$ cat config.mk
export PLATFORM = sky130hd
export DESIGN_NAME = module_bcd_display_scan_flat
export DESIGN_NICKNAME = d
export VERILOG_FILES = /design/src/rtl/module_bcd_display_scan_pkg.sv /design/src/rtl/module_bcd_display_scan_if.sv /design/src/rtl/module_bcd_display_scan_bcd_to_7seg.sv /design/src/rtl/module_bcd_display_scan.sv /design/src/flat_wrapper.sv
export SDC_FILE = /design/constraint.sdc
export NUM_CORES = 1
export LEC_CHECK = 0
export CORE_MARGIN = 2
export CORE_UTILIZATION = 60
export CTS_BUF_LIST = sky130_fd_sc_hd__clkbuf_2
export DETAILED_ROUTE_END_ITERATION = 8
export GPL_ROUTABILITY_DRIVEN = 0
export PLACE_DENSITY = 0.85
export RECOVER_POWER = 50
export SYNTH_ARGS = -nofsm -noshare
export SYNTH_HDL_FRONTEND = slang
export SYNTH_SLANG_ARGS = --single-unit
$ cat constraint.sdc
create_clock -name clk -period 4.5 [get_ports clk]
set_input_delay 0.675 -clock clk [delete_from_list [all_inputs] [get_ports clk]]
set_output_delay 0.675 -clock clk [all_outputs]
set_load 0.1 [all_outputs]
$ cat src/rtl/module_bcd_display_scan_pkg.sv
// rtl/module_bcd_display_scan_pkg.sv - segment lookup constants and BCD digit type for the display scanner
package pkg_display;

   typedef logic [3:0] bcd_t;

   // Active-low {g,f,e,d,c,b,a}
   localparam logic [6:0] SEG_PATTERN [0:9] = '{
      7'h40, 7'h79, 7'h24, 7'h30, 7'h19,
      7'h12, 7'h02, 7'h78, 7'h00, 7'h10
   };
   localparam logic [6:0] SEG_DASH = 7'b0111111;
   localparam logic [6:0] SEG_OFF  = 7'b1111111;

endpackage

$ cat src/rtl/module_bcd_display_scan_if.sv
// rtl/module_bcd_display_scan_if.sv - load/value/pending bundle between keypad capture and display scanner
interface module_bcd_display_scan_if #(
   parameter int N_DIGITS = 2
);
   logic                    load;
   logic [4*N_DIGITS-1:0]   val_in;
   logic                    pending;

   modport master (output load, output val_in, input pending);
   modport slave  (input load, input val_in, output pending);
endinterface

$ cat src/rtl/module_bcd_display_scan_bcd_to_7seg.sv
// rtl/module_bcd_display_scan_bcd_to_7seg.sv - combinational BCD digit to active-low 7-segment decode
module bcd_to_7seg
   import pkg_display::*;
(
   input  bcd_t        bcd,
   output logic [6:0]  seg
);

   // Non-decimal nibbles show a dash rather than garbage
   always_comb begin
      seg = SEG_DASH;
      if (bcd <= 4'd9) seg = SEG_PATTERN[bcd];
   end

endmodule

$ cat src/rtl/module_bcd_display_scan.sv
// rtl/module_bcd_display_scan.sv - double-buffered multiplexed 7-segment scanner (optional LEADING_ZERO_BLANK_EN)
module module_bcd_display_scan
   import pkg_display::*;
#(
   parameter int N_DIGITS    = 2,
   parameter int REFRESH_DIV = 50000
) (
   input  logic                   clk,
   input  logic                   rst,
   module_bcd_display_scan_if.slave bus,
   output logic [N_DIGITS-1:0]    an,
   output logic [6:0]             seg,
   output logic                   frame_start
);

   localparam int CW = (REFRESH_DIV > 1) ? $clog2(REFRESH_DIV) : 1;
   localparam int IW = (N_DIGITS > 1) ? $clog2(N_DIGITS) : 1;
   localparam logic [CW-1:0] CNT_LAST = CW'(REFRESH_DIV - 1);
   localparam logic [IW-1:0] IDX_LAST = IW'(N_DIGITS - 1);

   logic [CW-1:0]           cnt;
   logic [IW-1:0]           idx;
   logic [4*N_DIGITS-1:0]   shadow;
   logic [4*N_DIGITS-1:0]   disp;
   logic                    pending_q;

   logic                    tc;
   logic                    boundary;
   bcd_t                    cur_digit;
   logic [6:0]              seg_dec;
   logic                    blank;
   logic [N_DIGITS-1:0]     an_next;

   assign tc       = (cnt == CNT_LAST);
   assign boundary = tc && (idx == IDX_LAST);
   assign bus.pending = pending_q;

   always_comb begin
      cur_digit = '0;
      for (int i = 0; i < N_DIGITS; i++) begin
         if (idx == IW'(i)) cur_digit = disp[4*i +: 4];
      end
   end

`ifdef LEADING_ZERO_BLANK_EN
   logic [N_DIGITS-1:0] upper_zero;

   // upper_zero[k]: digits k..N_DIGITS-1 of disp are all zero
   always_comb begin
      upper_zero = '0;
      upper_zero[N_DIGITS-1] = (disp[4*(N_DIGITS-1) +: 4] == 4'd0);
      for (int k = N_DIGITS - 2; k >= 0; k--) begin
         upper_zero[k] = upper_zero[k+1] && (disp[4*k +: 4] == 4'd0);
      end
      blank = 1'b0;
      for (int k = 1; k < N_DIGITS; k++) begin
         if (idx == IW'(k) && upper_zero[k]) blank = 1'b1;
      end
   end
`else
   assign blank = 1'b0;
`endif

   always_comb begin
      an_next = '1;
      for (int i = 0; i < N_DIGITS; i++) begin
         if (idx == IW'(i) && !blank) an_next[i] = 1'b0;
      end
   end

   bcd_to_7seg u_dec (
      .bcd (cur_digit),
      .seg (seg_dec)
   );

   always_ff @(posedge clk) begin
      if (rst) begin
         cnt         <= '0;
         idx         <= '0;
         shadow      <= '0;
         disp        <= '0;
         pending_q   <= 1'b0;
         frame_start <= 1'b0;
         an          <= '1;
         seg         <= SEG_OFF;
      end else begin
         if (tc) begin
            cnt <= '0;
            idx <= (idx == IDX_LAST) ? '0 : idx + IW'(1);
         end else begin
            cnt <= cnt + CW'(1);
         end

         frame_start <= boundary;
         // disp takes the pre-edge shadow, so a load on the boundary waits a frame
         if (boundary) disp <= shadow;

         if (bus.load) begin
            shadow    <= bus.val_in;
            pending_q <= 1'b1;
         end else if (boundary) begin
            pending_q <= 1'b0;
         end

         an  <= an_next;
         seg <= blank ? SEG_OFF : seg_dec;
      end
   end

endmodule
$ cat src/flat_wrapper.sv
// flat-port wrapper written by rule: the top's interface ports become plain ports
module module_bcd_display_scan_flat import pkg_display::*;
#(
   parameter int N_DIGITS    = 2,
   parameter int REFRESH_DIV = 50000
)
  (clk, rst, an, seg, frame_start, bus_load, bus_val_in, bus_pending);
  module_bcd_display_scan_if #(.N_DIGITS(N_DIGITS)) bus_i ();
  input  logic clk;
  input  logic rst;
  output logic [N_DIGITS-1:0] an;
  output logic [6:0] seg;
  output logic frame_start;
  input wire logic [$bits(bus_i.load)-1:0] bus_load;
  input wire logic [$bits(bus_i.val_in)-1:0] bus_val_in;
  output wire logic [$bits(bus_i.pending)-1:0] bus_pending;
  assign bus_i.load = bus_load;
  assign bus_i.val_in = bus_val_in;
  assign bus_pending = bus_i.pending;
  module_bcd_display_scan #(.N_DIGITS(N_DIGITS), .REFRESH_DIV(REFRESH_DIV)) u_core (.clk(clk), .rst(rst), .bus(bus_i), .an(an), .seg(seg), .frame_start(frame_start));
endmodule
==> flow_summary.yaml, run 1 <==
clock_network:
  clkSlewWorstSetupHoldPaths_ns: 0.19
  cts_root_buffer: "clkbuf_2"
  cts_made_buffers: 5
  post_cts_resize_count: 0
  clock_insertion_delay_worst_skew_ns: 0.39
  clk_path_buf_depth: 2
  clock_sinks: 44
  tritoncts: "built"
  post_cts_buffers: 0
  cts_max_level: 2
  cts_hold_buf: 0
placed_design:
  dp.final_hpwl_um: 2470
  place.port_buffers: 21
  place_inst: 225
timing:
  timing.max_slew.rel_slack_pct: 34.6
  f_max_mhz: 388
  finalSetupViolCount: 0
  setup_repair_after_global_routing_missed_its_margin: "false"
  finalCritPeriodShare_pct: 57.3
  finalCriticalPeriod_ns: 2.58
  hold_violations: 0
  fin_setup_tns_ns: 0
  timing.final.max_slew_violations: 0
  tightestPinTransition_ns: 0.977
  clock-skew-final_ns: 0.00327
die:
  core_mm2: 0.00281
  floorplan.die.width_um: 58.7
  placementRows: 19
  die_height_um: 58.7
  design.portCount: 22
  floorplan.die_area_mm2: 0.00344
  initial_util_pct: 63.9
yosys:
  synth-seq-cells: 44
  synth-seq-area-share_pct: 49.1
  synth-adder-area-share_pct: 4.19
  multiplexer_area_fraction_after_synthesis_pct: 8.51
  post_synth_inst_count: 179
  dominant_cell_type_by_area_after_synthesis: "dfxtp_1"
  synthSimpleGateAreaFrac_pct: 21.0
  combinational_family_with_the_most_area_after_synthesis: "simple AND/OR/NAND/NOR gates"
  syn_nets: 196
  area_share_of_the_leading_cell_type_in_the_synthesized_netlist_pct: 49.1
  post_synth_xor_area_fraction_pct: 6.84
  ys_top_cells_by_area: "dfxtp_1 49%, mux2i_1 7.3%, nor2_1 6.1%"
  yosysWarningCount: 0
  synth_compound_gate_area_share_pct: 8.03
  avgSynthCellArea_um2: 10.0
  syn_area_mm2: 0.00179
  synth_cell_type_count: 32
critical_path:
  reg2reg_slack_ns: 2.20
  required_ns: 3.83
  cp_top_family: "buffers and inverters"
  critical_path_stages: 1
  crit_path_start_kind: "flop"
  setup.worst_path.end_class: "primary output"
  worstReg2RegEnd: "u_core.cnt[9]$_SDFF_PP0_"
  worstPathCellList: "clkdlybuf4s50_1"
  cpMaxStageDelayCell: "clkdlybuf4s50_1"
  crit_path_buffers_inverters: 1
  ff2ff_path_depth: 4
  timing_worst_setup_path_type: "reg -> out"
  crit_start: "u_core.bus.pending$_SDFFE_PP0P_"
  timing.critical_path.fanout_max: 2
  cpPeakStageDelay_ns: 1.13
  worstReg2RegStart: "u_core.cnt[4]$_SDFF_PP0_"
  setup.worst_path.end: "bus_pending"
  critical_path_arrival_ns: 1.90
grt:
  grt_pass1_vias: 1283
  grt_start_max_net_pins: 15
  grt_first_pass_wirelength_um: 5670
  gr-total-overflow: 0
  grt_antenna_before_repair: 0
  grt_use_total_pct: 22.0
detailed_routing:
  route.detailed.drc: 2
  vias_per_cell: 5.66
  detailedRoute.firstPassIterationCount: 7
  drtIter0Drc: 65
  dr_total_vias: 1318
  finalWirelength_um: 3360
  ant_nets: 0
  drt-wirelength-per-cell_um: 14.4
cells_and_area:
  num_antenna_cells: 0
  ff_latch_area_um2: 881
  total_area_of_multi_input_combinational_cells_um2: 858
  instances_no_fill: 233
  layout-drive-gt1-share_pct: 5.45
  fillerInstances: 225
  layout_commonest_cell: "dfxtp_1"
  syn2layout_area_growth_pct: 13.7
  final_core_util_pct: 72.7
  final_cell_mix: "44 x dfxtp_1, 29 x nor2_1, 19 x clkdlybuf4s50_1"
  num-nets-final: 218
outcome:
  result_of_the_run: "finished, violations left"
  violations: "DRC"
min_path:
  worst_hold_path.num_cells: 1
  min_from: "u_core.cnt[0]$_SDFF_PP0_"
  timing.hold.worst.class: "reg -> reg"
power:
  power.ir.vdd_worst_v: 0.000234
  p_total_uw: 630
  power.density_mw_per_mm2: 309
  leakagePower_nw: 0.830
run:
  drv.max_cap_violation_count: 0
[how the worst min path moves through the flow]
stage	endpoint
floorplan	u_core.cnt[0]$_SDFF_PP0_
detailed placement	u_core.cnt[0]$_SDFF_PP0_
global route	u_core.disp[5]$_SDFFE_PP0P_
finish	u_core.cnt[0]$_SDFF_PP0_
global placement	u_core.cnt[0]$_SDFF_PP0_
CTS	u_core.cnt[0]$_SDFF_PP0_
[stage by stage]
step	worst slack [ns]	hold WS, ns	instance area [µm²]
after detailed placement	2.16	0.450	2010
after global routing	1.85	0.519	2040
final	1.92	0.484	2040
after global placement	2.24	0.436	2010
after floorplan	2.61	0.426	1790
after CTS	1.92	0.489	2050
[flip-flops by register name, summed over array words and instances (netlist names)]
signal,count
u_core.shadow,8
u_core.cnt,16
u_core.seg,7
u_core.bus.pending,1
u_core.idx,1
u_core.disp,8
u_core.an,2
u_core.frame_start,1
[final cells by class]
class,instances,area share [%]
clock buffers,7,1.72
clock inverters,1,0.184
inverters,3,0.552
multi-input cells,126,42.1
flip-flops and latches,44,43.2
well taps,31,1.90
repair buffers,21,10.3
[synth_stat cells]
cell type and count:
dfxtp_1 44, nor2_1 29, mux2i_1 13, nand2_1 11
a22o_1 9, nand3_1 8, xnor2_1 7, xor2_1 7
ha_1 6, clkbuf_1 5, nand4_1 5, a21oi_1 4
o21ai_0 4, and4_1 3, inv_1 3, and3_1 2
mux2_2 2, nor3_1 2, or4b_1 2, a32o_1 1
buf_6 1, nand2_2 1, nand4b_1 1, nor2_8 1
nor3b_1 1, nor4_1 1, nor4_2 1, o211ai_1 1
o31ai_1 1, or2_2 1, or4_1 1, or4_4 1
[per-layer routing]
metal  up-vias  global-route usage [%]  routed length, µm
met5         -                       0                  0
met4         0                    8.44                 53
met3        10                    6.81                165
met2        45                    35.6               1500
met1       593                    27.6               1640
li1        670                       -                  -
[logic make-up after synthesis]
group | Yosys count
buf+inv | 9
compound gates | 20
simple gates | 71
xor+xnor | 14
fa+ha+maj | 6
mux | 15
flops | 44
[power by group]
group | total, mW | switching, mW | internal, mW
combinational | 0.0675 | 0.0457 | 0.0218
clock | 0.157 | 0.115 | 0.0416
sequential | 0.406 | 0.00550 | 0.401
Power figures use the tool's default switching activity.
==> inputs of run 2 (changes only) <==
- CORE_UTILIZATION: 60 -> 57
- PLACE_DENSITY: 0.85 -> 0.81
- clock period: 4.5 -> 2.6 ns (I/O delays scaled with it)
==> flow_summary.yaml, run 2 (synthesis results as in run 1) <==
outcome:
  result_of_the_run: "finished clean"
placed_design:
  place_inst: 238
  place.port_buffers: 21
  dp.final_hpwl_um: 2360
  pre_cts_ws_ns: 0.485
cells_and_area:
  layout_commonest_cell: "dfxtp_1"
  regMostFlops: "u_core.cnt"
  layout-drive-gt1-share_pct: 6.44
  num-nets-final: 218
  syn2layout_area_growth_pct: 12.4
  final_cell_mix: "44 x dfxtp_1, 29 x nor2_1, 13 x mux2i_1"
  largest_reg_flops: 16
  largestRegisters: "u_core.cnt (16), u_core.disp (8), u_core.shadow (8)"
  num_antenna_cells: 0
  instances_no_fill: 246
critical_path:
  crit_path_start_kind: "flop"
  cpPeakStageDelay_ns: 0.63
  critical_path_arrival_ns: 2.55
  worstReg2RegEnd: "u_core.seg[4]$_SDFF_PP1_"
  timing.critical_path.fanout_max: 10
  reg2reg_slack_ns: 0.43
  cpMaxStageDelayCell: "dfxtp_1"
  required_ns: 2.98
  setup.worst_path.end_class: "flop"
  worstPathCellList: "mux2i_1, inv_1, ha_1, nor2_1, nand2_1, a32o_1, nand2_1"
  ff2ff_path_depth: 7
  cp_top_family: "flip-flops"
  timing.critical_path.mode_cell: "nand2_1"
  worstReg2RegStart: "u_core.idx$_SDFFE_PP0N_"
  crit_path_buffers_inverters: 1
  timing_worst_setup_path_type: "reg -> reg"
timing:
  timing.max_slew.rel_slack_pct: 22.3
  timing.final.max_slew_violations: 0
  hold_violations: 0
  f_max_mhz: 461
  timing.hold.ws_ns: 0.489
  finalCriticalPeriod_ns: 2.17
  finalSetupViolCount: 0
  setup_repair_after_global_routing_missed_its_margin: "false"
  tightestPinTransition_ns: 1.17
  finalCritPeriodShare_pct: 83.4
  clock-skew-final_ns: 0.0188
  post_route_setup_slack_ns: 0.431
  fin_setup_tns_ns: 0
clock_network:
  post_cts_resize_count: 0
  tritoncts: "built"
  clock_sinks: 44
  clock_insertion_delay_worst_skew_ns: 0.42
  cts_root_buffer: "clkbuf_2"
  cts_max_level: 2
  cts_made_buffers: 5
  clkSlewWorstSetupHoldPaths_ns: 0.21
  cts_hold_buf: 0
  clk_path_buf_depth: 2
  post_cts_buffers: 0
detailed_routing:
  dr_total_vias: 1345
  finalWirelength_um: 3240
  ant_nets: 0
  met1_length_um: 1510
  met3_wirelength_um: 196
  route.detailed.drc: 0
  wl_met2_um: 1480
  detailedRoute.firstPassIterationCount: 5
  drtIter0Drc: 42
  vias_per_cell: 5.47
  top_signal_layer_used: "met4"
  drt-wirelength-per-cell_um: 13.2
die:
  floorplan.die_area_mm2: 0.00361
  placementRows: 20
  initial_util_pct: 59.2
  die_height_um: 60.1
  design.portCount: 22
  floorplan.die.width_um: 60.1
  core_mm2: 0.00303
grt:
  grt_first_pass_wirelength_um: 5480
  grt_use_total_pct: 20.5
  grt_pass1_vias: 1250
  gr-total-overflow: 0
  grt_antenna_before_repair: 0
  grt_start_max_net_pins: 15
min_path:
  worst_hold_path.num_cells: 1
  timing.hold.worst.class: "reg -> reg"
  min_from: "u_core.cnt[0]$_SDFF_PP0_"
  worstHoldEndpoint: "u_core.cnt[0]$_SDFF_PP0_"
run:
  drv.max_cap_violation_count: 0
power:
  power.ir.vdd_worst_v: 0.000372
  leakagePower_nw: 0.812
  p_total_mw: 1.19
  power.density_mw_per_mm2: 589
## run 2: cell types whose count changed in the layout (fill, tap and decap cells not counted), sizes merged
cell,previous run,this run
bufinv,0,1
clkbuf,7,17
clkdlybuf4s50,19,8
## run 2: worst max-delay path by stage
stage	startpoint	end	slack [ns]	cells past startpoint
floorplan	u_core.idx$_SDFFE_PP0N_	u_core.seg[4]$_SDFF_PP1_	0.71	8
global placement	rst	u_core.disp[1]$_SDFFE_PP0P_	0.55	5
detailed placement	rst	u_core.disp[5]$_SDFFE_PP0P_	0.48	5
CTS	u_core.idx$_SDFFE_PP0N_	u_core.seg[4]$_SDFF_PP1_	0.49	7
global route	u_core.cnt[0]$_SDFF_PP0_	u_core.disp[5]$_SDFFE_PP0P_	0.28	5
finish	u_core.idx$_SDFFE_PP0N_	u_core.seg[4]$_SDFF_PP1_	0.43	7
## run 2: where the power goes
group | total, mW | internal, mW | switching, mW
logic | 0.107 | 0.0289 | 0.0784
clock network | 0.375 | 0.165 | 0.210
registers | 0.704 | 0.694 | 0.00983
## run 2: per-layer routing
metal  vias to the layer above  track usage (%)
met2                        51             31.8
met3                         8             5.84
li1                        672                -
met1                       614             26.2
met5                         -                0
met4                         0             9.52
## run 2: worst reg2reg max path, cell delays in order (launching register included)
cell,delay [ns]
dfxtp_1,0.63
mux2i_1,0.45
inv_1,0.14
ha_1,0.24
nor2_1,0.21
nand2_1,0.14
a32o_1,0.28
nand2_1,0.06
## run 2: per-stage QoR
stage	util [%]	cell area, µm²
4_1_cts	68.2	2070
5_1_grt	66.5	2010
3_3_place_gp	66.1	2000
2_1_floorplan	-	1790
3_5_place_dp	66.1	2000
6_report	66.5	2010
## run 2: layout make-up
class / count / area, µm²
Fill cell: 254 / 1010
Sequential cell: 44 / 881
Multi-Input combinational cell: 126 / 861
Timing Repair Buffer: 21 / 141
Tap cell: 44 / 55.1
Clock inverter: 2 / 35.0
Clock buffer: 6 / 30.0
Inverter: 3 / 11.3
==> inputs of run 3 (changes only) <==
- CORE_UTILIZATION: 57 -> 51
- PLACE_DENSITY: 0.81 -> 0.77
- clock period: 2.6 -> 1.9 ns (I/O delays scaled with it)
==> flow_summary.yaml, run 3 (synthesis results as in run 1) <==
detailed_routing:
  ant_nets: 0
  vias_per_cell: 5.37
  drt-wirelength-per-cell_um: 13.5
  detailedRoute.firstPassIterationCount: 4
  drtIter0Drc: 90
  dr_total_vias: 1408
  top_signal_layer_used: "met4"
  wl_met2_um: 1640
  met3_wirelength_um: 166
  met1_length_um: 1680
  finalWirelength_um: 3550
  route.detailed.drc: 0
grt:
  gr-total-overflow: 0
  grt_antenna_before_repair: 0
  grt_pass1_vias: 1300
  grt_start_max_net_pins: 15
  grt_first_pass_wirelength_um: 5960
  grt_use_total_pct: 18.7
critical_path:
  setup.worst_path.end_class: "flop"
  timing.critical_path.fanout_max: 14
  required_ns: 2.22
  timing_worst_setup_path_type: "reg -> reg"
  crit_path_start_kind: "flop"
  critical_path_arrival_ns: 2.19
clock_network:
  clock_sinks: 44
  cts_root_buffer: "clkbuf_2"
  clkSlewWorstSetupHoldPaths_ns: 0.21
  cts_max_level: 2
  clk_path_buf_depth: 2
  cts_hold_buf: 0
  cts_made_buffers: 5
  clock_insertion_delay_worst_skew_ns: 0.42
  tritoncts: "built"
placed_design:
  place_inst: 252
  place.port_buffers: 21
  dp.final_hpwl_um: 2530
die:
  floorplan.die_area_mm2: 0.00401
  initial_util_pct: 53.3
  core_mm2: 0.00336
  placementRows: 21
  design.portCount: 22
  die_height_um: 63.3
  floorplan.die.width_um: 63.3
cells_and_area:
  largest_reg_flops: 16
  syn2layout_area_growth_pct: 20.9
  num_antenna_cells: 0
  fillerInstances: 298
  final_cell_mix: "41 x dfxtp_1, 29 x nor2_1, 16 x clkbuf_2"
  instances_no_fill: 262
  layout-drive-gt1-share_pct: 20.4
  layout_commonest_cell: "dfxtp_1"
  largestRegisters: "u_core.cnt (16), u_core.disp (8), u_core.shadow (8)"
  regMostFlops: "u_core.cnt"
  num-nets-final: 232
timing:
  finalCriticalPeriod_ns: 1.87
  tightestPinTransition_ns: 0.534
  fin_setup_tns_ns: 0
  setup_repair_after_global_routing_missed_its_margin: "true"
  f_max_mhz: 536
  clock-skew-final_ns: 0.0173
  timing.final.max_slew_violations: 0
  hold_violations: 0
  timing.max_slew.rel_slack_pct: 63.4
  finalSetupViolCount: 0
  finalCritPeriodShare_pct: 98.2
run:
  drv.max_cap_violation_count: 0
outcome:
  result_of_the_run: "finished clean"
power:
  leakagePower_nw: 0.917
  power.density_mw_per_mm2: 752
  power.ir.vdd_worst_v: 0.000409
min_path:
  timing.hold.worst.class: "in -> reg"
[run 3: changes by cell type in the layout (fill, tap and decap cells not counted), moves of 2 or more]
| cell | previous run | this run |
|---|---|---|
| clkinv_1 | 0 | 2 |
| or4b_1 | 2 | 0 |
| or4b_4 | 0 | 2 |
| dfxtp_2 | 0 | 3 |
| clkbuf_1 | 11 | 0 |
| dfxtp_1 | 44 | 41 |
| clkbuf_2 | 6 | 16 |
| buf_4 | 0 | 13 |
[run 3: worst paths after layout]
check	slack (ns)	start	depth (start not counted)	to
max	0.03	u_core.cnt[13]$_SDFF_PP0_	4	u_core.cnt[13]$_SDFF_PP0_
min	0.44	bus_val_in[4]	3	u_core.shadow[4]$_SDFFE_PP0P_
max reg2reg	0.03	u_core.cnt[13]$_SDFF_PP0_	4	u_core.cnt[13]$_SDFF_PP0_
min reg2reg	0.50	u_core.cnt[0]$_SDFF_PP0_	1	u_core.cnt[0]$_SDFF_PP0_
[run 3: critical path, stage by stage, from the launching register on]
cell and delay, ns:
dfxtp_1 0.36, or4b_4 0.54, or4_4 0.61, nand2_4 0.20, nor2_1 0.07
[run 3: timing repair]
item | in CTS | in global routing
gates resized for setup | 1 | 6
setup buffers | 0 | 1
setup endpoints to repair | 16 | 20
gates cloned | 0 | 1
pin swaps | 1 | 3
[run 3: power by group]
part	switching, mW	internal, mW	total [mW]
registers	0.0142	0.950	0.964
clock network	0.296	0.214	0.510
logic	0.109	0.0456	0.155
total	0.419	1.21	1.63
[run 3: through the flow]
stage               area [µm²]  hold slack (ns)  setup WS (ns)  util [%]  power (mW)
finish                    2170            0.442         0.0339      64.4        1.63
global route              2170            0.441        -0.0170      64.4        1.69
CTS                       2160            0.426        0.00228      64.2        1.65
detailed placement        2090            0.457        -0.0249      62.2        1.14
global placement          2090            0.444         0.0520      62.2        1.14
floorplan                 1790            0.389         0.0132         -        1.09
[run 3: final cells by class]
type	count	area [µm²]	area share, %
tap	46	57.6	2.66
timing repair buffer	34	253	11.7
inverter	3	11.3	0.520
clock buffer	5	25.0	1.15
sequential	44	885	40.8
clock inverter	3	37.5	1.73
multi-input combinational	127	898	41.5
[run 3: metal layers]
layer | vias up | track usage [%]
met3 | 8 | 6.25
met5 | - | 0
met2 | 34 | 29.9
met4 | 0 | 6.52
li1 | 702 | -
met1 | 664 | 23.8
